--- src/rtl/sonar_on_chip.sv ---
// Sonar echo detector: PDM mic -> 2nd-order CIC -> 2-tap FIR -> |y| > THRESH, with a time-of-flight counter.
// Bus: one-cycle registered ack/read data; CIC/FIR pipeline driven by ce_pdm/ce_pcm, FIR +1 cycle, cmp +2 cycles after PCM.
// No backpressure: a held request is acked every second cycle; SONAR_FIR_EN selects the programmable FIR (else FIR = PCM << 4).
module sonar_on_chip (
  input  logic        wb_clk_i,
  input  logic        wb_rst_i,
  input  logic        wb_valid_i,
  input  logic [31:0] wbs_adr_i,
  input  logic [15:0] wbs_dat_i,
  input  logic        wbs_strb_i,
  output logic        wbs_ack_o,
  output logic [15:0] wbs_dat_o,
  input  logic        ce_pdm,
  input  logic        ce_pcm,
  input  logic        pdm_data_i,
  input  logic        mclear,
  output logic        cmp
);

  // Address bits outside [4:2] are deliberately ignored (registers alias).
  logic unused_adr;
  assign unused_adr = ^{wbs_adr_i[31:5], wbs_adr_i[1:0]};

  logic [2:0] sel;
  logic       req;
  logic       wr_req;
  logic       rd_req;

  assign sel    = wbs_adr_i[4:2];
  assign req    = wb_valid_i & ~wbs_ack_o;
  assign wr_req = req & wbs_strb_i;
  assign rd_req = req & ~wbs_strb_i;

  logic        ctrl_en;
  logic [15:0] thresh;
  logic [11:0] pcm;
  logic [15:0] fir;
  logic [15:0] meas_time;
  logic        det;
  logic [15:0] rdata;

`ifdef SONAR_FIR_EN
  logic signed [15:0] coef0;
  logic signed [15:0] coef1;

  // Programmable FIR coefficients, written on the acking edge.
  always_ff @(posedge wb_clk_i or posedge wb_rst_i) begin
    if (wb_rst_i) begin
      coef0 <= 16'sh0800;
      coef1 <= 16'sh0000;
    end else if (wr_req) begin
      if (sel == 3'd2) coef0 <= wbs_dat_i;
      if (sel == 3'd3) coef1 <= wbs_dat_i;
    end
  end
`endif

  // Control and threshold registers; every other offset is read-only.
  always_ff @(posedge wb_clk_i or posedge wb_rst_i) begin
    if (wb_rst_i) begin
      ctrl_en <= 1'b0;
      thresh  <= 16'h0100;
    end else if (wr_req) begin
      if (sel == 3'd0) ctrl_en <= wbs_dat_i[0];
      if (sel == 3'd1) thresh  <= wbs_dat_i;
    end
  end

  // Read mux; unused CTRL/STATUS bits are zero.
  always_comb begin
    rdata = 16'h0000;
    case (sel)
      3'd0: rdata = {15'h0000, ctrl_en};
      3'd1: rdata = thresh;
`ifdef SONAR_FIR_EN
      3'd2: rdata = coef0;
      3'd3: rdata = coef1;
`endif
      3'd4: rdata = {{4{pcm[11]}}, pcm};
      3'd5: rdata = fir;
      3'd6: rdata = meas_time;
      3'd7: rdata = {15'h0000, det};
      default: rdata = 16'h0000;
    endcase
  end

  // Ack pulses for one cycle per request; read data only in the ack cycle of a read.
  always_ff @(posedge wb_clk_i or posedge wb_rst_i) begin
    if (wb_rst_i) begin
      wbs_ack_o <= 1'b0;
      wbs_dat_o <= 16'h0000;
    end else begin
      wbs_ack_o <= req;
      wbs_dat_o <= rd_req ? rdata : 16'h0000;
    end
  end

  // CIC: integrators wrap at 12 bits; the comb sees the integrator value of this same cycle.
  logic [11:0] integ1;
  logic [11:0] integ2;
  logic [11:0] integ1_nx;
  logic [11:0] integ2_nx;
  logic [11:0] comb_d1;
  logic [11:0] comb_d2;
  logic [11:0] comb1;

  // Next integrator state, including the +1/-1 mapping of the PDM bit.
  always_comb begin
    integ1_nx = integ1;
    integ2_nx = integ2;
    if (ce_pdm) begin
      integ1_nx = integ1 + (pdm_data_i ? 12'h001 : 12'hFFF);
      integ2_nx = integ2 + integ1_nx;
    end
    comb1 = integ2_nx - comb_d1;
  end

  // Integrator and comb state; PCM changes only on ce_pcm.
  always_ff @(posedge wb_clk_i or posedge wb_rst_i) begin
    if (wb_rst_i) begin
      integ1  <= 12'h000;
      integ2  <= 12'h000;
      comb_d1 <= 12'h000;
      comb_d2 <= 12'h000;
      pcm     <= 12'h000;
    end else begin
      integ1 <= integ1_nx;
      integ2 <= integ2_nx;
      if (ce_pcm) begin
        comb_d1 <= integ2_nx;
        comb_d2 <= comb1;
        pcm     <= comb1 - comb_d2;
      end
    end
  end

  logic        pcm_upd;
  logic        fir_upd;
  logic [15:0] fir_nx;

`ifdef SONAR_FIR_EN
  logic signed [15:0] x_cur;
  logic signed [15:0] x_prev;
  logic signed [31:0] prod0;
  logic signed [31:0] prod1;
  logic signed [32:0] fir_acc;
  logic signed [32:0] fir_shr;

  // Full-precision 2-tap sum, arithmetic shift, then saturate to 16 bits.
  always_comb begin
    x_cur   = {{4{pcm[11]}}, pcm};
    prod0   = 32'(coef0) * 32'(x_cur);
    prod1   = 32'(coef1) * 32'(x_prev);
    fir_acc = 33'(prod0) + 33'(prod1);
    fir_shr = fir_acc >>> 11;
    if (fir_shr > 33'sd32767)
      fir_nx = 16'h7FFF;
    else if (fir_shr < -33'sd32768)
      fir_nx = 16'h8000;
    else
      fir_nx = fir_shr[15:0];
  end

  // FIR delay line; mclear empties it so a new measurement starts clean.
  always_ff @(posedge wb_clk_i or posedge wb_rst_i) begin
    if (wb_rst_i)
      x_prev <= 16'sh0000;
    else if (mclear)
      x_prev <= 16'sh0000;
    else if (pcm_upd)
      x_prev <= x_cur;
  end
`else
  // Without the FIR the output is the PCM scaled into the 16-bit range.
  always_comb begin
    fir_nx = {pcm, 4'h0};
  end
`endif

  // FIR lags PCM by one cycle; cmp lags FIR by one more.
  always_ff @(posedge wb_clk_i or posedge wb_rst_i) begin
    if (wb_rst_i) begin
      pcm_upd <= 1'b0;
      fir_upd <= 1'b0;
      fir     <= 16'h0000;
    end else begin
      pcm_upd <= ce_pcm;
      fir_upd <= pcm_upd;
      if (pcm_upd) fir <= fir_nx;
    end
  end

  // Magnitude is 17 bits so that |-32768| compares correctly.
  logic [16:0] fir_abs;
  always_comb begin
    fir_abs = fir[15] ? (17'h00000 - {1'b1, fir}) : {1'b0, fir};
  end

  // Comparator re-evaluated once per FIR result.
  always_ff @(posedge wb_clk_i or posedge wb_rst_i) begin
    if (wb_rst_i)
      cmp <= 1'b0;
    else if (fir_upd)
      cmp <= fir_abs > {1'b0, thresh};
  end

  logic det_fire;
  assign det_fire = cmp & ctrl_en & ~det;

  // Time-of-flight counter and sticky detect; mclear overrides both, detection freezes counting.
  always_ff @(posedge wb_clk_i or posedge wb_rst_i) begin
    if (wb_rst_i) begin
      meas_time <= 16'h0000;
      det       <= 1'b0;
    end else if (mclear) begin
      meas_time <= 16'h0000;
      det       <= 1'b0;
    end else begin
      if (det_fire) det <= 1'b1;
      if (ce_pcm && ctrl_en && !det && !det_fire && meas_time != 16'hFFFF)
        meas_time <= meas_time + 16'h0001;
    end
  end

endmodule

--- config.mk ---
export PLATFORM = sky130hd
export DESIGN_NAME = sonar_on_chip
export DESIGN_NICKNAME = d
export VERILOG_FILES = /design/src/rtl/sonar_on_chip.sv
export SDC_FILE = /design/constraint.sdc
export NUM_CORES = 1
export LEC_CHECK = 0
export CORE_ASPECT_RATIO = 0.5
export CORE_MARGIN = 2
export CORE_UTILIZATION = 63
export CTS_CLUSTER_DIAMETER = 80
export DETAILED_ROUTE_END_ITERATION = 16
export PLACE_DENSITY = 0.93
export SYNTH_ARGS = -nofsm -noshare
export SYNTH_HDL_FRONTEND = slang
export SYNTH_SLANG_ARGS = --single-unit
--- constraint.sdc ---
create_clock -name wb_clk_i -period 15.3 [get_ports wb_clk_i]
set_clock_uncertainty 0.15 [all_clocks]
set_input_delay 3.06 -clock wb_clk_i [delete_from_list [all_inputs] [get_ports wb_clk_i]]
set_output_delay 3.06 -clock wb_clk_i [all_outputs]
set_load 0.02 [all_outputs]
==> impl_metrics.py, run 1 <==
metrics = {
    "cts": {
        "clkLatencyLatePin_ns": 0.42,
        "cts_inserted_buffers": 17,
        "clock_path_buffers": 2,
        "root_buffer": "clkbuf_16",
        "path_clk_slew_ns": 0.06,
        "cts_sinks": 126,
        "cts_resized": 0,
        "htreeDepth": 4,
        "hold_buffers": 0,
        "tritoncts": "built",
        "postCtsSetupBuffers": 0,
    },
    "setup_path": {
        "end_kind": "flop",
        "critical_path.top_delay_family": "compound AO/OA/AOI/OAI gates",
        "cp.required_ns": 15.40,
        "cp.buffers_inverters": 2,
        "setup.worst_path.start": "pdm_data_i",
        "rr_endpoint": "pcm[11]$_DFFE_PP0P_",
        "cp-start-kind": "input port",
        "arrival_ns": 8.89,
        "critPathSlowestCell": "fa_1",
        "r2r-start": "integ1[0]$_DFFE_PP0P_",
        "rrSetupSlack_ns": 9.50,
        "cp-endpoint": "pcm[11]$_DFFE_PP0P_",
        "cp_max_fo": 11,
        "critPathKind": "input port to flop",
        "ff2ff_path_depth": 23,
        "crit_cells": 25,
        "max_stage_delay_ns": 0.53,
    },
    "finish": {
        "layout.nets": 902,
        "syn_to_final_growth_pct": 15.6,
        "antenna_cells": 0,
        "final_layout_size_suffix_gt1_frac": 0.134,
    },
    "yosys": {
        "ys_ff_latch": 126,
        "netlist.area_leader.share": 0.412,
        "syn_area_mm2": 0.00758,
        "async_flop_share": 1.00,
        "synth_edf_count": 0,
        "synth_common_cells": "dfrtp_1 (125), inv_1 (64), nor2_1 (63), ha_1 (57), mux2_2 (57)",
        "synth.distinct_cells": 61,
        "ys_warn_count": 0,
        "avgSynthCellArea_um2": 10.2,
        "synth_ff_type": "dfrtp_1",
        "synth_area_leaders": "dfrtp_1 (41%), ha_1 (9.4%), mux2_2 (8.5%)",
        "synth_fp_nets": 862,
        "yosys.area.top_type": "dfrtp_1",
        "netlist_instances": 745,
        "synth-seq-area-share": 0.416,
        "yosysMostFrequentCell": "dfrtp_1",
    },
    "global_routing": {
        "grt.total_usage": 0.276,
        "grt-ovfl-total": 0,
        "first_global_vias": 5906,
        "grt_first_pass_wirelength_mm": 28.3,
        "grt_max_degree": 80,
        "antenna_found_initial": 0,
    },
    "floorplan": {
        "fp.coreArea_mm2": 0.0118,
        "io_pins": 74,
        "die_area_mm2": 0.0130,
        "rows": 28,
        "dieHeight_um": 81.6,
        "die_x_um": 159,
        "initial_core_util": 0.644,
    },
    "flow_run": {
        "cap_violations": 0,
    },
    "sta": {
        "rsz0062_at_grt": "no",
        "max_freq_ghz": 0.114,
        "finalMaxSlewViolations": 0,
        "finalSetupViolations": 0,
        "post-route-period-util": 0.575,
        "finalHoldViolCount": 0,
        "period_minus_slack_ns": 8.79,
        "slew_headroom": 0.269,
        "worstMarginPinSlew_ns": 1.10,
        "finalSetupTns_ns": 0,
    },
    "drt": {
        "wl_met2_mm": 8.40,
        "ant_nets": 0,
        "routed_wirelength_mm": 17.2,
        "highest_layer": "met4",
        "wl_met3_mm": 1.15,
        "drt-initial-drc-count": 405,
        "drc": 0,
        "wire_per_inst_um": 17.9,
        "vias": 5856,
        "drt-vias-per-instance": 6.08,
        "wirelength_met1_mm": 7.11,
        "drt-pass1-iter-count": 8,
    },
    "place": {
        "place_hpwl_mm": 11.1,
        "gp_congestion": 0.892,
        "port_buffers": 44,
    },
    "worst_hold_path": {
        "min_path_type": "flop to flop",
        "min-delay-start": "fir_upd$_DFF_PP0_",
    },
    "status": {
        "status": "finished, final reports clean",
    },
}
[flip-flops by register name, summed over array words and instances (netlist names)]
signal	cells
meas_time	16
thresh	16
wbs_dat_o	16
comb_d1	12
comb_d2	12
fir	12
integ1	12
integ2	12
pcm	12
cmp	1
ctrl_en	1
det	1
fir_upd	1
pcm_upd	1
wbs_ack_o	1
[stage by stage]
stage	setup slack [ns]	instance area [um2]	utilization	instances	hold slack [ns]
final	6.51	8770	0.745	963	0.304
after global routing	6.12	8770	0.745	963	0.330
after CTS	6.50	8770	0.745	963	0.307
after detailed placement	6.23	8150	0.693	931	0.291
after global placement	6.42	8150	0.693	931	0.286
after floorplan	7.34	7580	-	745	0.274
[routing by layer]
layer	global-route usage	vias to the layer above
met3	0.0662	58
li1	-	2669
met2	0.490	258
met1	0.325	2871
met5	0	-
met4	0.136	0
[worst register-to-register path, cell delays in order, from the launching register on]
cell	delay, ns
dfrtp_1	0.44
fa_1	0.46
a21o_1	0.20
a21oi_1	0.22
o21bai_1	0.09
a21oi_1	0.22
o21bai_1	0.09
a21oi_1	0.24
xnor2_1	0.18
ha_1	0.32
and2_1	0.21
a22o_1	0.25
a311oi_1	0.34
xnor2_1	0.10
mux2_2	0.30
ha_1	0.32
o21ai_1	0.13
nor2b_1	0.18
xnor2_1	0.08
ha_1	0.22
o41ai_2	0.46
xnor2_2	0.17
xnor2_1	0.16
a21oi_1	0.10
[cells in the final DEF (no fill, tap or decap), types with 16 or more instances in the layout]
cell type and n:
nand2_1 50, mux2i_1 25, ha_1 57, inv_1 63, clkbuf_16 17, a21o_1 19
a21oi_1 39, dfrtp_1 125, o21ai_0 31, nor2_1 63, clkdlybuf4s50_1 43, xnor2_1 42
mux2_2 57, xor2_1 16
[kinds of logic after synthesis]
kind of cell,after synthesis,synth area share
and+or+nand+nor,180,0.116
AOI/OAI and AO/OA,144,0.127
DFF,126,0.416
buffers and inverters,91,0.0452
muxes,82,0.118
xor gates and xnor gates,61,0.0744
adders and majority gates,61,0.105
[worst min-delay path by stage]
stage	to	slack (ns)	cells after the start
floorplan	cmp$_DFFE_PP0P_	0.27	1
global placement	cmp$_DFFE_PP0P_	0.29	1
detailed placement	cmp$_DFFE_PP0P_	0.29	1
CTS	cmp$_DFFE_PP0P_	0.31	1
global route	cmp$_DFFE_PP0P_	0.33	1
finish	cmp$_DFFE_PP0P_	0.30	1
[area by class of cell]
cell class                 count  area, um2
inverter                      65        246
sequential                   126       3150
fill                         673       3000
clock buffer                  22        454
tap                          165        206
clock inverter                10        163
timing repair buffer          47        458
multi-input combinational    528       4090
Power of run 1 is left out: the tool's default activity adds up to more than one toggle a clock period on the data nets, which glitch-free logic cannot reach.
==> run 2: changes to the inputs <==
CORE_UTILIZATION = 52   (was 63)
PLACE_DENSITY = 0.83   (was 0.93)
clock period = 8 ns   (was 15.3 ns; I/O delays follow)
==> run 2 against run 1 <==
Net effect:
- critical path depth unchanged
- highest routed layer unchanged
- largest cell class unchanged
- sequential share of layout area unchanged
- non-clock buffer count did not move
- core utilization decreased by 13 points
==> impl_metrics.py, run 2 (synthesized netlist as in run 1, its figures left out) <==
metrics = {
    "sta": {
        "post-route-period-util": 0.903,
        "worstMarginPinSlew_ns": 1.05,
        "finalSetupViolations": 0,
        "finalSetupTns_ns": 0,
        "period_minus_slack_ns": 7.23,
        "rsz0062_at_grt": "no",
        "finalMaxSlewViolations": 0,
        "finalHoldViolCount": 0,
        "max_freq_ghz": 0.138,
        "slew_headroom": 0.300,
    },
    "drt": {
        "ant_nets": 0,
        "vias": 5494,
        "drt-vias-per-instance": 5.52,
        "drc": 0,
        "wire_per_inst_um": 15.9,
        "routed_wirelength_mm": 15.8,
        "drt-pass1-iter-count": 5,
        "drt-initial-drc-count": 262,
    },
    "setup_path": {
        "arrival_ns": 7.34,
        "critical_path.top_delay_family": "compound AO/OA/AOI/OAI gates",
        "end_kind": "flop",
        "rrSetupSlack_ns": 2.33,
        "cp.buffers_inverters": 2,
        "critPathSlowestCell": "clkdlybuf4s50_1",
        "cp-start-kind": "input port",
        "cp_max_fo": 11,
        "max_stage_delay_ns": 0.52,
        "critPathKind": "input port to flop",
        "cp.required_ns": 8.11,
    },
    "cts": {
        "tritoncts": "built",
        "cts_resized": 0,
        "clkLatencyLatePin_ns": 0.41,
        "root_buffer": "clkbuf_16",
        "clock_path_buffers": 2,
        "cts_sinks": 126,
        "postCtsSetupBuffers": 0,
        "hold_buffers": 0,
        "path_clk_slew_ns": 0.06,
        "htreeDepth": 4,
        "cts_inserted_buffers": 17,
    },
    "status": {
        "status": "finished, final reports clean",
    },
    "finish": {
        "antenna_cells": 0,
        "num-fill-cells": 1090,
        "syn_to_final_growth_pct": 15.6,
        "final_common_cell": "dfrtp_1",
        "fin_cells": 996,
        "final_cell_area_mm2": 0.00877,
        "final_layout_size_suffix_gt1_frac": 0.135,
        "fin_util": 0.611,
        "reg_top3": "meas_time x16, thresh x16, wbs_dat_o x16",
        "layout.nets": 902,
        "final_cell_mix": "dfrtp_1 (125), nor2_1 (63), inv_1 (63)",
    },
    "global_routing": {
        "grt.total_usage": 0.212,
        "grt-ovfl-total": 0,
        "grt_max_degree": 79,
        "first_global_vias": 5565,
        "grt_first_pass_wirelength_mm": 26.3,
        "antenna_found_initial": 0,
    },
    "floorplan": {
        "io_pins": 74,
        "dieHeight_um": 89.4,
        "fp.coreArea_mm2": 0.0144,
        "die_area_mm2": 0.0156,
        "rows": 31,
        "initial_core_util": 0.529,
        "die_x_um": 175,
    },
    "place": {
        "port_buffers": 44,
        "place_hpwl_mm": 10.8,
        "place_area_mm2": 0.00819,
        "placed_cells": 964,
        "gp_congestion": 0.888,
    },
    "worst_hold_path": {
        "min_path_type": "flop to flop",
    },
    "flow_run": {
        "cap_violations": 0,
    },
}
==> run 2: metrics by stage <==
stage | setup slack (ns) | hold WS (ns)
final | 0.773 | 0.306
after global routing | 0.444 | 0.358
after CTS | 0.801 | 0.303
after detailed placement | 0.392 | 0.296
after global placement | 0.585 | 0.282
after floorplan | 1.50 | 0.274
==> run 2: layout make-up <==
type | instances | area (um2) | area share
clock inverter | 10 | 111 | 0.0127
inverter | 65 | 246 | 0.0281
tap | 198 | 248 | 0.0282
timing repair buffer | 47 | 458 | 0.0522
sequential | 126 | 3150 | 0.360
clock buffer | 22 | 464 | 0.0529
multi-input combinational | 528 | 4090 | 0.466
==> run 2: routing by layer <==
metal,share of wire,GRT usage
met1,0.43,0.245
met2,0.50,0.401
met3,0.044,0.0451
met4,0.020,0.0712
met5,0,0
==> run 2: worst paths after layout <==
kind | startpoint | to | depth (start not counted)
max in group asynchronous | wb_rst_i | meas_time[4]$_DFFE_PP0P_ | 3
hold / removal | fir_upd$_DFF_PP0_ | cmp$_DFFE_PP0P_ | 1
hold reg to reg | fir_upd$_DFF_PP0_ | cmp$_DFFE_PP0P_ | 1
setup reg to reg | integ1[0]$_DFFE_PP0P_ | pcm[11]$_DFFE_PP0P_ | 23
setup / recovery | pdm_data_i | pcm[11]$_DFFE_PP0P_ | 25
min in group asynchronous | wb_rst_i | comb_d2[0]$_DFFE_PP0P_ | 2
==> run 2: worst register-to-register path: stages, from the launching register on <==
cell,delay [ns]
dfrtp_1,0.44
fa_1,0.44
a21o_1,0.19
a21oi_1,0.27
o21bai_1,0.12
a21oi_1,0.23
o21bai_1,0.09
a21oi_1,0.22
xnor2_1,0.18
ha_1,0.32
and2_1,0.20
a22o_1,0.23
a311oi_1,0.31
xnor2_1,0.10
mux2_2,0.30
ha_1,0.32
o21ai_1,0.15
nor2b_1,0.19
xnor2_1,0.08
ha_1,0.22
o41ai_2,0.41
xnor2_2,0.15
xnor2_1,0.13
a21oi_1,0.08
Power of run 2 is left out for the same reason.
==> run 3: changes to the inputs <==
--- a/config.mk
+++ b/config.mk
@@ -12,4 +12,5 @@
 export DETAILED_ROUTE_END_ITERATION = 16
 export PLACE_DENSITY = 0.83
+export SKIP_CTS_REPAIR_TIMING = 1
 export SYNTH_ARGS = -nofsm -noshare
 export SYNTH_HDL_FRONTEND = slang
--- a/constraint.sdc
+++ b/constraint.sdc
@@ -3,3 +3,3 @@
 set_input_delay 1.6 -clock wb_clk_i [delete_from_list [all_inputs] [get_ports wb_clk_i]]
 set_output_delay 1.6 -clock wb_clk_i [all_outputs]
-set_load 0.02 [all_outputs]
+set_load 0.005 [all_outputs]
==> results of run 3 <==
Final layout, timing and power as in run 2 (identical DEF).
Power of run 3 is left out for the same reason.
